### src/rtl/mem_port_arbiter_pkg.sv
// Shared types and default sizes for the unified-memory port arbiter.
package mem_port_arbiter_pkg;

  typedef enum logic [1:0] {
    IDLE    = 2'd0,
    BUSY_IF = 2'd1,
    BUSY_DM = 2'd2
  } arb_state_t;

  typedef enum logic [1:0] {
    GNT_NONE = 2'd0,
    GNT_IF   = 2'd1,
    GNT_DM   = 2'd2
  } grant_t;

  localparam int DEF_ADDR_W        = 32;
  localparam int DEF_DATA_W        = 32;
  localparam int DEF_MAX_DM_STREAK = 4;

  // Wide enough for the largest allowed streak limit (15).
  localparam int STREAK_W = 4;

endpackage

### src/rtl/mem_arb_pick.sv
// Combinational grant picker: masks requesters that are still holding req
// during their own ready pulse, applies data-first priority with a
// fetch anti-starvation limit, and produces the next streak count.
module mem_arb_pick
  import mem_port_arbiter_pkg::*;
#(
  parameter int MAX_DM_STREAK = DEF_MAX_DM_STREAK
) (
  input  logic                idle,
  input  logic                if_req,
  input  logic                if_ready,
  input  logic                dm_req,
  input  logic                dm_ready,
  input  logic [STREAK_W-1:0] streak,
  output grant_t              grant,
  output logic [STREAK_W-1:0] streak_next
);

  localparam logic [STREAK_W-1:0] STREAK_MAX = STREAK_W'(MAX_DM_STREAK);

  logic if_elig;
  logic dm_elig;

  assign if_elig = if_req & ~if_ready;
  assign dm_elig = dm_req & ~dm_ready;

  // Grant decision; the streak only moves when a grant is actually issued.
  always_comb begin
    grant       = GNT_NONE;
    streak_next = streak;
    if (idle) begin
      if (if_elig && dm_elig) begin
        if (streak >= STREAK_MAX) begin
          grant       = GNT_IF;
          streak_next = '0;
        end else begin
          grant       = GNT_DM;
          streak_next = streak + STREAK_W'(1);
        end
      end else if (if_elig) begin
        grant       = GNT_IF;
        streak_next = '0;
      end else if (dm_elig) begin
        grant       = GNT_DM;
        streak_next = '0;
      end
    end
  end

endmodule

### src/rtl/mem_port_arbiter.sv
// Shares one single-port, variable-latency memory between instruction fetch
// and data access. One access outstanding at a time; all outputs registered.
module mem_port_arbiter
  import mem_port_arbiter_pkg::*;
#(
  parameter int ADDR_W        = DEF_ADDR_W,
  parameter int DATA_W        = DEF_DATA_W,
  parameter int MAX_DM_STREAK = DEF_MAX_DM_STREAK
) (
  input  logic              clk_i,
  input  logic              rst_i,
  input  logic              if_req_i,
  input  logic [ADDR_W-1:0] if_addr_i,
  output logic [DATA_W-1:0] if_rdata_o,
  output logic              if_ready_o,
  input  logic              dm_req_i,
  input  logic              dm_we_i,
  input  logic [ADDR_W-1:0] dm_addr_i,
  input  logic [DATA_W-1:0] dm_wdata_i,
  output logic [DATA_W-1:0] dm_rdata_o,
  output logic              dm_ready_o,
  output logic              mem_req_o,
  output logic              mem_we_o,
  output logic [ADDR_W-1:0] mem_addr_o,
  output logic [DATA_W-1:0] mem_wdata_o,
  input  logic [DATA_W-1:0] mem_rdata_i,
  input  logic              mem_ack_i
);

  arb_state_t          state;
  grant_t              grant;
  logic                idle;
  logic [STREAK_W-1:0] streak;
  logic [STREAK_W-1:0] streak_next;

  assign idle = (state == IDLE);

  mem_arb_pick #(
    .MAX_DM_STREAK(MAX_DM_STREAK)
  ) u_pick (
    .idle       (idle),
    .if_req     (if_req_i),
    .if_ready   (if_ready_o),
    .dm_req     (dm_req_i),
    .dm_ready   (dm_ready_o),
    .streak     (streak),
    .grant      (grant),
    .streak_next(streak_next)
  );

  // FSM plus memory-side and requester-side registers; acks outside BUSY are ignored.
  always_ff @(posedge clk_i or negedge rst_i) begin
    if (!rst_i) begin
      state       <= IDLE;
      streak      <= '0;
      mem_req_o   <= 1'b0;
      mem_we_o    <= 1'b0;
      mem_addr_o  <= '0;
      mem_wdata_o <= '0;
      if_ready_o  <= 1'b0;
      dm_ready_o  <= 1'b0;
      if_rdata_o  <= '0;
      dm_rdata_o  <= '0;
    end else begin
      if_ready_o <= 1'b0;
      dm_ready_o <= 1'b0;
      case (state)
        IDLE: begin
          streak <= streak_next;
          if (grant == GNT_IF) begin
            mem_req_o   <= 1'b1;
            mem_we_o    <= 1'b0;
            mem_addr_o  <= if_addr_i;
            mem_wdata_o <= '0;
            state       <= BUSY_IF;
          end else if (grant == GNT_DM) begin
            mem_req_o   <= 1'b1;
            mem_we_o    <= dm_we_i;
            mem_addr_o  <= dm_addr_i;
            mem_wdata_o <= dm_wdata_i;
            state       <= BUSY_DM;
          end
        end
        BUSY_IF: begin
          if (mem_ack_i) begin
            mem_req_o  <= 1'b0;
            if_ready_o <= 1'b1;
            if_rdata_o <= mem_rdata_i;
            state      <= IDLE;
          end
        end
        BUSY_DM: begin
          if (mem_ack_i) begin
            mem_req_o  <= 1'b0;
            dm_ready_o <= 1'b1;
            if (!mem_we_o) begin
              dm_rdata_o <= mem_rdata_i;
            end
            state <= IDLE;
          end
        end
        default: state <= IDLE;
      endcase
    end
  end

endmodule

### config.mk
export PLATFORM = sky130hd
export DESIGN_NAME = mem_port_arbiter
export DESIGN_NICKNAME = d
export VERILOG_FILES = /design/src/rtl/mem_port_arbiter_pkg.sv /design/src/rtl/mem_arb_pick.sv /design/src/rtl/mem_port_arbiter.sv
export SDC_FILE = /design/constraint.sdc
export NUM_CORES = 1
export LEC_CHECK = 0
export ABC_CLOCK_PERIOD_IN_PS = 6000
export CAP_MARGIN = 0
export CORE_MARGIN = 2
export CORE_UTILIZATION = 44
export DETAILED_ROUTE_END_ITERATION = 8
export GPL_TIMING_DRIVEN = 0
export PLACE_DENSITY = 0.82
export SETUP_SLACK_MARGIN = 0.05
export SLEW_MARGIN = 25
export SYNTH_ARGS = -nofsm -noshare
export SYNTH_HDL_FRONTEND = slang
export SYNTH_SLANG_ARGS = --single-unit
export TNS_END_PERCENT = 50
### constraint.sdc
create_clock -name clk_i -period 6 [get_ports clk_i]
set_input_delay 1.2 -clock clk_i [delete_from_list [all_inputs] [get_ports clk_i]]
set_output_delay 1.2 -clock clk_i [all_outputs]
set_load 0.05 [all_outputs]
==> Word-level counts from Yosys, hierarchy flattened <==
Index checks and enable logic that the tools add are counted.
{ "word_totals": {"elab_cells": 61, "input_bits": 134, "register_bits": 138, "out_inout_bits": 132} }
{ "op_classes": {"add_sub_neg": 1, "magnitude_cmp": 1, "muxes": 26, "eq_ne": 6, "reduce_logical": 12, "bitwise": 5} }
{ "op_table": {"columns": ["operator", "count"], "rows": [
  ["two-way mux 32 bit", 4],
  ["two-way mux 2 bit", 8],
  ["two-way mux 4 bit", 4],
  ["two-way mux 1 bit", 8],
  ["AND reduction 2 bit", 4],
  ["AND reduction 3 bit", 2],
  ["adder 4 x 1 -> 4 bit (second input constant)", 1],
  ["== test 2 x 1 -> 1 bit (second input constant)", 2],
  ["== test 2 bit (second input constant)", 2],
  [">= comparator 4 x 3 -> 1 bit (second input constant)", 1],
  ["case mux 2 bit (2 select lines)", 1],
  ["nonzero test 2 bit", 2],
  ["inequality test 3 x 1 -> 1 bit (second input constant)", 1],
  ["NOT 1 bit", 3],
  ["nonzero test 3 bit", 1],
  ["AND 1 bit", 2],
  ["logical NOT 2 bit", 1],
  ["inequality test 2 x 1 -> 1 bit (second input constant)", 1],
  ["case mux 1 bit (2 select lines)", 1],
  ["OR reduction 2 bit", 1],
  ["logical AND 1 bit", 1]
]} }

==> Depth between registers and ports, before layout <==
Gate-level depths: netlist (run 1).
{ "logic_depth": {"depth_word": 10, "mapped_depth": 11, "ltp_nobuf": 9} }

==> Hierarchy <==
From an unflattened synthesis (run 1), not the netlist that was laid out.
{ "hier_totals": {"cells_unflattened": 402, "area_unflattened_um2": 5684.2} }
{ "modules_own_cells": {"columns": ["mod", "area_each_um2", "instances", "cells_each", "seq_area_each_um2"], "rows": [
  ["mem_port_arbiter", 5577.8, 1, 388, 3453.3],
  ["mem_arb_pick", 106.4, 1, 14, 0.0]
]} }

==> Least setup slack after synthesis (run 1) <==
No wires, ideal clock.
{ "synth_path": {"path_kind": "input port to flip-flop", "start": "input if_req_i", "end": "register mem_addr_o[23]", "stages": 9, "setup_time_ps": 134, "required_time_ps": 5866, "slack_ps": 3329, "n_path_buf": 3, "t_arrival_ps": 2537, "cell_sequence": "nor2b_1 -> o211a_1 -> ha_1 -> nand2b_1 -> buf_2 -> buf_2 -> buf_2 -> nand2_1 -> o21ai_0"} }
{ "synth_via": {"elab_chain_cells": 7, "word_cells_on_any_way": 10, "classes_between": "2 x eq/ne; 4 x mux; 1 x bitwise; 3 x reduce/logical"} }
{ "synth_rtl": {"columns": ["item", "line", "text"], "rows": [
  ["start: declaration", "mem_port_arbiter.sv:12", "input logic if_req_i,"],
  ["AND 1 bit (*)", "mem_arb_pick.sv:24", "assign if_elig = if_req & ~if_ready;"],
  ["two-way mux 2 bit / logical AND 1 bit (equally long branches)", "mem_arb_pick.sv:40, mem_arb_pick.sv:32", null],
  ["two-way mux 2 bit (*)", "mem_arb_pick.sv:32", "if (if_elig && dm_elig) begin"],
  ["two-way mux 2 bit (*)", "mem_arb_pick.sv:31", "if (idle) begin"],
  ["== test 2 x 1 -> 1 bit / == test 2 bit (equally long branches)", "mem_port_arbiter.sv:70, mem_port_arbiter.sv:76", null],
  ["nonzero test 2 bit (no line)", null, null],
  ["AND reduction 2 bit (no line)", null, null],
  ["end signal: assignment", "mem_port_arbiter.sv:73", "mem_addr_o <= if_addr_i;"],
  ["end signal: assignment", "mem_port_arbiter.sv:79", "mem_addr_o <= dm_addr_i;"],
  ["end: declaration", "mem_port_arbiter.sv:24", "output logic [ADDR_W-1:0] mem_addr_o,"]
]} }
Mark *: on every way between the ends. The rest lies on a longest branch, timed or not.
A chain may end at the register's enable or synchronous reset.

==> Final worst setup path (run 1) <==
{ "layout_path": {"start": "input if_req_i", "end": "register mem_addr_o[17]"} }
The elaborated chain is that of the path after synthesis.

==> flow_summary.ini, run 1 <==
[placed_design]
place_ws_ns = 2.51
dp_cells = 835
dp_hpwl_um = 11700
gp_congestion = 0.833
io_buffers = 265

[layout]
fin_nets = 823
area_growth_pct = 61.4
n_antenna_cell = 0
finalNonFillerCells = 866
drive_above_1_share = 0.169

[timing]
rsz0062_at_grt = no
period_minus_slack_ns = 3.05
min_period_over_period = 0.508
hold-worst-slack_ns = 0.480
fmax_mhz = 328
setup_viol = 0
finalHoldViolCount = 0
setup_slack_ns = 2.95
slew_headroom = 0.607
final.setup.tns_ns = 0
worst_pin_slew_ns = 0.588
fin_skew_ns = 0.00881
slew_violations = 0

[worst_setup_path]
arrival_ns = 3.32
cp-start-kind = input port
cp_data_required_time_ns = 6.27
crit_path_end_kind = flop
cp_max_fo = 10
path_common_cell = buf_2
slowest_stage = clkdlybuf4s50_1
slowest_delay_ns = 0.45
crit_chain = clkdlybuf4s50_1 -> nor2b_1 -> o211a_1 -> ha_1 -> nand2b_1 -> buf_2 -> buf_2 -> buf_2 -> nand2_1 -> o21ai_0
critPathKind = input port to flop
r2r_slack_ns = 3.45

[global_routing]
grt.met1_usage = 0.255
antenna_found_initial = 0
overflow = 0
grt_pass1_vias = 4519
grt_max_degree = 81
gr-usage-all-layers = 0.228
top_usage_layer = met2
grt_pass1_wl_um = 23500
gr-usage-met2 = 0.396
grt.met3_usage = 0.0865

[logic_synthesis]
synth_top_cell_area_share = 0.613
synth-edff-count = 0
ys.flop_type = dfrtp_1
avgSynthCellArea_um2 = 14.2
yosys.area.top_type = dfrtp_1
ys_seq_area_frac = 0.613
ys_ff_latch = 138
yosysWarnings = 0
netlist_instances = 397
syn_nets = 538
synth_area_um2 = 5640
synthTopCellsByCount = dfrtp_1 (138), a22o_1 (35), mux2_2 (35)
ys_types = 28
ys_async_sr_fraction = 1.00
yosysMostFrequentCell = dfrtp_1
synth.area.top_cells = dfrtp_1 (61%), mux2_4 (8.0%), mux2_2 (7.0%)

[route]
wl_per_cell_um = 17.9
vias_per_cell = 4.97
drc = 0
final_antenna_net_count = 0
routed_wl_um = 15500
dr.pass1.iters = 4
initialDrtViolationCount = 202
num_vias = 4308

[clocking]
htreeDepth = 4
cts_resized = 0
clockBufferDepth = 2
cts_sinks = 138
hold_buffers = 0
root_buffer = clkbuf_16
cts_tree = done
insertion_delay_ns = 0.41
clkTransAtPathRegs_ns = 0.06
cts_buffers = 17
cts_setup_buffers = 0

[floorplanning]
start_util = 0.448
die_h_um = 117
dieWidth_um = 117
core_um2 = 12600
die_area_um2 = 13700
io_pins = 266
floorplan.rows = 41

[pwr]
finalPower_mw = 6.16
switching_share = 0.465
internal_power_mw = 3.30
power_switching_mw = 2.86
powerDensity_nw_per_um2 = 678
power_leakage_nw = 4.03
p_seq_frac = 0.266
irDropWorstVdd_uv = 357
combPwrFrac = 0.572
clock_power_share = 0.161

[job]
cap_violations = 0

[run_status]
status = completed

[min_path]
min_path_type = flop to flop
cell type report:
type | count | area [um^2]
sequential | 138 | 3450
fill | 822 | 3470
timing repair buffer | 266 | 2690
buffer | 25 | 150
multi-input combinational | 228 | 2010
clock inverter | 6 | 62.6
clock buffer | 25 | 495
tap | 172 | 215
inverter | 6 | 22.5
flip-flops by register name, indices dropped and copies added, names as in the netlist:
| name | count |
|---|---|
| dm_rdata_o | 32 |
| if_ready_o | 1 |
| dm_ready_o | 1 |
| if_rdata_o | 32 |
| state | 2 |
| mem_req_o | 1 |
| mem_wdata_o | 32 |
| mem_we_o | 1 |
| mem_addr_o | 32 |
| streak | 4 |
layout by cell type (no fill, tap or decap), types with 4 or more instances in the layout:
cell type / instances
nand2b_1: 6
buf_6: 4
clkbuf_8: 4
o21ai_0: 32
clkbuf_1: 10
buf_2: 12
clkdlybuf4s50_1: 264
mux2_4: 30
inv_1: 6
dfrtp_1: 138
clkbuf_16: 17
a22o_1: 35
nand2_1: 33
mux2_2: 35
mux2i_1: 32
ha_1: 7
metrics by stage:
step	utilization	instance area [um^2]
finish	0.724	9090
global route	0.724	9090
CTS	0.724	9090
detailed placement	0.679	8540
global placement	0.677	8500
floorplan	-	5640
worst max-delay path, delay by kind of cell:
family                   cells  cell delay [ns]
buffers and inverters        4             1.05
AND/OR/NAND/NOR              3             0.50
AO/OA/AOI/OAI                2             0.32
adder cells (fa/ha/maj)      1             0.25
per-layer routing:
layer,up-vias,wire length (um),part of all wire
li1,1977,-,-
met1,2109,6080,0.39
met2,201,7730,0.50
met3,21,1480,0.095
met4,0,261,0.017
met5,-,0,0
cells by family after synthesis:
family / after synthesis / share of synthesized area
flops: 138 / 0.613
buf+inv: 31 / 0.0306
simple gates: 48 / 0.0409
compound gates: 76 / 0.0935
fa+ha+maj: 7 / 0.0155
mux: 97 / 0.207
path summary, 6_finish.rpt:
path	start	endpoint	depth (start not counted)
setup / recovery	if_req_i	mem_addr_o[17]	10
hold / removal	mem_addr_o[8]	mem_addr_o[8]	2
setup reg to reg	state[1]	mem_addr_o[17]	11
hold reg to reg	mem_addr_o[8]	mem_addr_o[8]	2
max in group asynchronous	rst_i	mem_addr_o[11]	2
min in group asynchronous	rst_i	dm_rdata_o[29]	1
power by group through the flow:
stage	clock, mW	combinational [mW]	sequential [mW]
final	0.995	3.53	1.64
after global routing	1.05	3.69	1.69
after CTS	1.02	3.55	1.64
after detailed placement	0	3.54	1.64
after global placement	0	3.48	1.61
after floorplan	0	0.820	3.12
Note: power is estimated with default switching activity, not from simulation.
==> inputs of run 2 (changes only) <==
Settings changed: ABC_CLOCK_PERIOD_IN_PS 6000 to 2600, CORE_UTILIZATION 44 to 37, PLACE_DENSITY 0.82 to 0.73.
Clock period 6 ns to 2.6 ns, I/O delays scaled along.
==> flow_summary.ini, run 2 (synthesis gave the netlist of run 1 again) <==
[timing]
fin_skew_ns = 0.0103
rsz0062_at_grt = no
finalHoldViolCount = 0
setup_slack_ns = 0.265
period_minus_slack_ns = 2.33
worst_pin_slew_ns = 0.565
min_period_over_period = 0.898
fmax_mhz = 428
slew_violations = 0
slew_headroom = 0.622
final.setup.tns_ns = 0
setup_viol = 0

[floorplanning]
floorplan.rows = 45
start_util = 0.375
core_um2 = 15000
dieWidth_um = 127
die_h_um = 127
die_area_um2 = 16200
io_pins = 266

[global_routing]
grt_max_degree = 72
grt_pass1_vias = 4594
gr-usage-all-layers = 0.194
grt_pass1_wl_um = 24300
overflow = 0
antenna_found_initial = 0

[min_path]
min_path_type = input port to asynchronous set/reset pin

[clocking]
cts_sinks = 138
htreeDepth = 4
cts_buffers = 17
cts_tree = done
clkTransAtPathRegs_ns = 0.06
insertion_delay_ns = 0.42
clockBufferDepth = 2
root_buffer = clkbuf_16

[route]
dr.pass1.iters = 4
routed_wl_um = 15300
initialDrtViolationCount = 122
final_antenna_net_count = 0
vias_per_cell = 4.84
wl_per_cell_um = 17.4
drc = 0
num_vias = 4266

[layout]
n_fill_cell = 1181
n_antenna_cell = 0
final_cell_mix = clkdlybuf4s50_1 (264), dfrtp_1 (138), mux2_2 (35), a22o_1 (35), nand2_1 (33)
multi_input_area_um2 = 2020
regArea_um2 = 3450
final_util = 0.610
fin_nets = 823
final_common_cell = clkdlybuf4s50_1
drive_above_1_share = 0.179
area_growth_pct = 62.8

[worst_setup_path]
cp-start-kind = flop
critPathKind = flop to flop
cp_max_fo = 10
slowest_delay_ns = 0.41
slowest_stage = dfrtp_1
crit_chain = inv_1 -> ha_4 -> nand3b_1 -> a21o_1 -> ha_1 -> nand2b_1 -> buf_2 -> buf_6 -> clkbuf_4 -> nand2_1 -> o21ai_0
r2r_slack_ns = 0.27
crit_path_end_kind = flop
arrival_ns = 2.61
cp_data_required_time_ns = 2.87

[placed_design]
gp_congestion = 0.841
io_buffers = 265
dp_hpwl_um = 11900
place_ws_ns = -0.207

[run_status]
status = completed

[pwr]
finalPower_mw = 14.3
irDropWorstVdd_uv = 775
powerDensity_nw_per_um2 = 1560
power_leakage_nw = 4.06

[job]
cap_violations = 0
## run 2: critical path: cells and delay by family, from the launching register on
family | cells | cell delay, ns
adders and majority gates | 2 | 0.49
AOI/OAI and AO/OA | 2 | 0.27
DFF | 1 | 0.41
buffers and inverters | 4 | 0.68
and+or+nand+nor | 3 | 0.33
## run 2: path summary, 6_finish.rpt
check                               startpoint              to  depth (start not counted)
worst max-delay path                  state[0]  mem_addr_o[23]                         11
worst min-delay path                     rst_i   if_rdata_o[6]                          1
worst max register to register        state[0]  mem_addr_o[23]                         11
worst min register to register  mem_addr_o[29]  mem_addr_o[29]                          2
max in group asynchronous                rst_i  mem_addr_o[17]                          2
min in group clk_i              mem_addr_o[29]  mem_addr_o[29]                          2
## run 2: per-layer routing
| metal | routed length, um | global-route usage |
|---|---|---|
| met1 | 6300 | 0.234 |
| met2 | 7390 | 0.321 |
| met3 | 1440 | 0.0779 |
| met4 | 215 | 0.0588 |
| met5 | 0 | 0 |
## run 2: power breakdown
group          internal (mW)  switching [mW]  leakage, nW
Sequential              3.19           0.571         1.70
Clock                   1.51           0.929        0.295
Combinational           3.05            5.10         2.07
Total                   7.74            6.60         4.06
## run 2: timing repair
| item | CTS | global route |
|---|---|---|
| hold endpoints to repair | 0 | 0 |
| setup endpoints to repair | 30 | 62 |
| setup buffers | 0 | 0 |
| resized for setup | 2 | 6 |
| hold buffers | 0 | 0 |
| pin swaps | 0 | 0 |
| cloned | 0 | 0 |
## run 2: metrics by stage
step | hold slack (ns) | cells | instance area, um^2
global route | 0.0850 | 882 | 9170
global placement | 0.462 | 850 | 8520
floorplan | 0.224 | 397 | 5640
CTS | 0.0767 | 882 | 9150
finish | 0.0617 | 882 | 9170
detailed placement | 0.472 | 851 | 8560
## run 2: area by class of cell
| class | count | share of cell area |
|---|---|---|
| Clock inverter | 14 | 0.0184 |
| Sequential cell | 138 | 0.376 |
| Multi-Input combinational cell | 228 | 0.220 |
| Inverter | 6 | 0.00245 |
| Buffer | 25 | 0.0176 |
| Clock buffer | 17 | 0.0464 |
| Timing Repair Buffer | 266 | 0.293 |
| Tap cell | 188 | 0.0256 |
==> inputs of run 3 (changes only) <==
Settings changed: MAX_ROUTING_LAYER set to met4, SKIP_CTS_REPAIR_TIMING set to 1.
==> flow_summary.ini, run 3 (synthesis gave the netlist of run 1 again) <==
[run_status]
status = completed

[layout]
n_antenna_cell = 0
final_cell_mix = clkdlybuf4s50_1 (264), dfrtp_1 (138), mux2_2 (35), a22o_1 (35), nand2_1 (33)
drive_above_1_share = 0.180
fin_nets = 823
regArea_um2 = 3450
multi_input_area_um2 = 2010
area_growth_pct = 62.7
design_area_um2 = 9170
n_fill_cell = 1183
final_common_cell = clkdlybuf4s50_1

[pwr]
powerDensity_nw_per_um2 = 1560
irDropWorstVdd_uv = 776
power_leakage_nw = 4.07

[timing]
rsz0062_at_grt = yes
worst_pin_slew_ns = 0.567
period_minus_slack_ns = 2.36
slew_headroom = 0.621
min_period_over_period = 0.909
fin_skew_ns = 0.0102
fmax_mhz = 423
setup_viol = 0
finalHoldViolCount = 0
final.setup.tns_ns = 0
slew_violations = 0

[global_routing]
grt_max_degree = 72
antenna_found_initial = 0
gr-usage-all-layers = 0.200
grt_pass1_wl_um = 24200
overflow = 0
grt_pass1_vias = 4613

[floorplanning]
start_util = 0.375
io_pins = 266
floorplan.rows = 45
dieWidth_um = 127
die_area_um2 = 16200
core_um2 = 15000
die_h_um = 127

[clocking]
insertion_delay_ns = 0.42
root_buffer = clkbuf_16
cts_buffers = 17
clkTransAtPathRegs_ns = 0.06
cts_tree = done
clockBufferDepth = 2
htreeDepth = 4
cts_sinks = 138

[placed_design]
dp_hpwl_um = 11900
gp_congestion = 0.854
dpl_cell_area_um2 = 8560
io_buffers = 265

[worst_setup_path]
cp_max_fo = 10
arrival_ns = 2.64
critPathKind = flop to flop
cp-start-kind = flop
cp_data_required_time_ns = 2.87
crit_path_end_kind = flop

[route]
routed_wl_um = 15300
drc = 0
vias_per_cell = 4.82
num_vias = 4250
wl_per_cell_um = 17.4
initialDrtViolationCount = 102
dr.pass1.iters = 4
final_antenna_net_count = 0

[min_path]
min_path_type = input port to asynchronous set/reset pin

[job]
cap_violations = 0
==> run 3: final cells by class <==
type / instances / area share
buffer: 25 / 0.0183
clock buffer: 17 / 0.0464
clock inverter: 14 / 0.0184
inverter: 6 / 0.00246
multi-input combinational: 228 / 0.219
sequential: 138 / 0.377
tap: 188 / 0.0257
timing repair buffer: 266 / 0.293
==> run 3: path summary, 6_finish.rpt <==
kind | cells past startpoint | to | slack [ns] | from
max | 11 | mem_addr_o[23] | 0.24 | state[0]
min | 1 | if_rdata_o[6] | 0.07 | rst_i
max reg2reg | 11 | mem_addr_o[23] | 0.24 | state[0]
min reg2reg | 2 | mem_addr_o[29] | 0.48 | mem_addr_o[29]
max in group asynchronous | 2 | mem_addr_o[17] | 1.82 | rst_i
min in group clk_i | 2 | mem_addr_o[29] | 0.48 | mem_addr_o[29]
==> run 3: metrics by stage <==
stage               setup WS (ns)  instances   util  hold slack (ns)  power [mW]
floorplan                   0.428        397      -            0.224        9.08
global placement            -4.29        850  0.567            0.462        11.8
detailed placement         -0.207        851  0.569            0.472        11.9
CTS                       -0.0189        882  0.609           0.0767        14.4
global route               0.0274        882  0.610           0.0849        15.0
finish                      0.237        882  0.610           0.0657        14.3
==> run 3: critical path, stage by stage (launching register included) <==
cell and delay [ns]:
dfrtp_1 0.41, inv_1 0.10, ha_2 0.26, nand3b_1 0.13
a21o_1 0.19, ha_1 0.29, nand2b_1 0.14, buf_2 0.18
buf_6 0.16, clkbuf_4 0.19, nand2_1 0.08, o21ai_0 0.08
==> run 3: routing by layer <==
layer	track usage	wire length [um]	vias to the layer above
met2	0.322	7310	199
li1	-	-	1982
met1	0.237	6390	2049
met4	0.0608	228	0
met5	-	0	-
met3	0.0712	1380	20
==> run 3: power breakdown <==
part / switching (mW) / internal [mW]
registers: 0.573 / 3.19
clock network: 0.930 / 1.51
logic: 5.10 / 3.05
total: 6.60 / 7.74
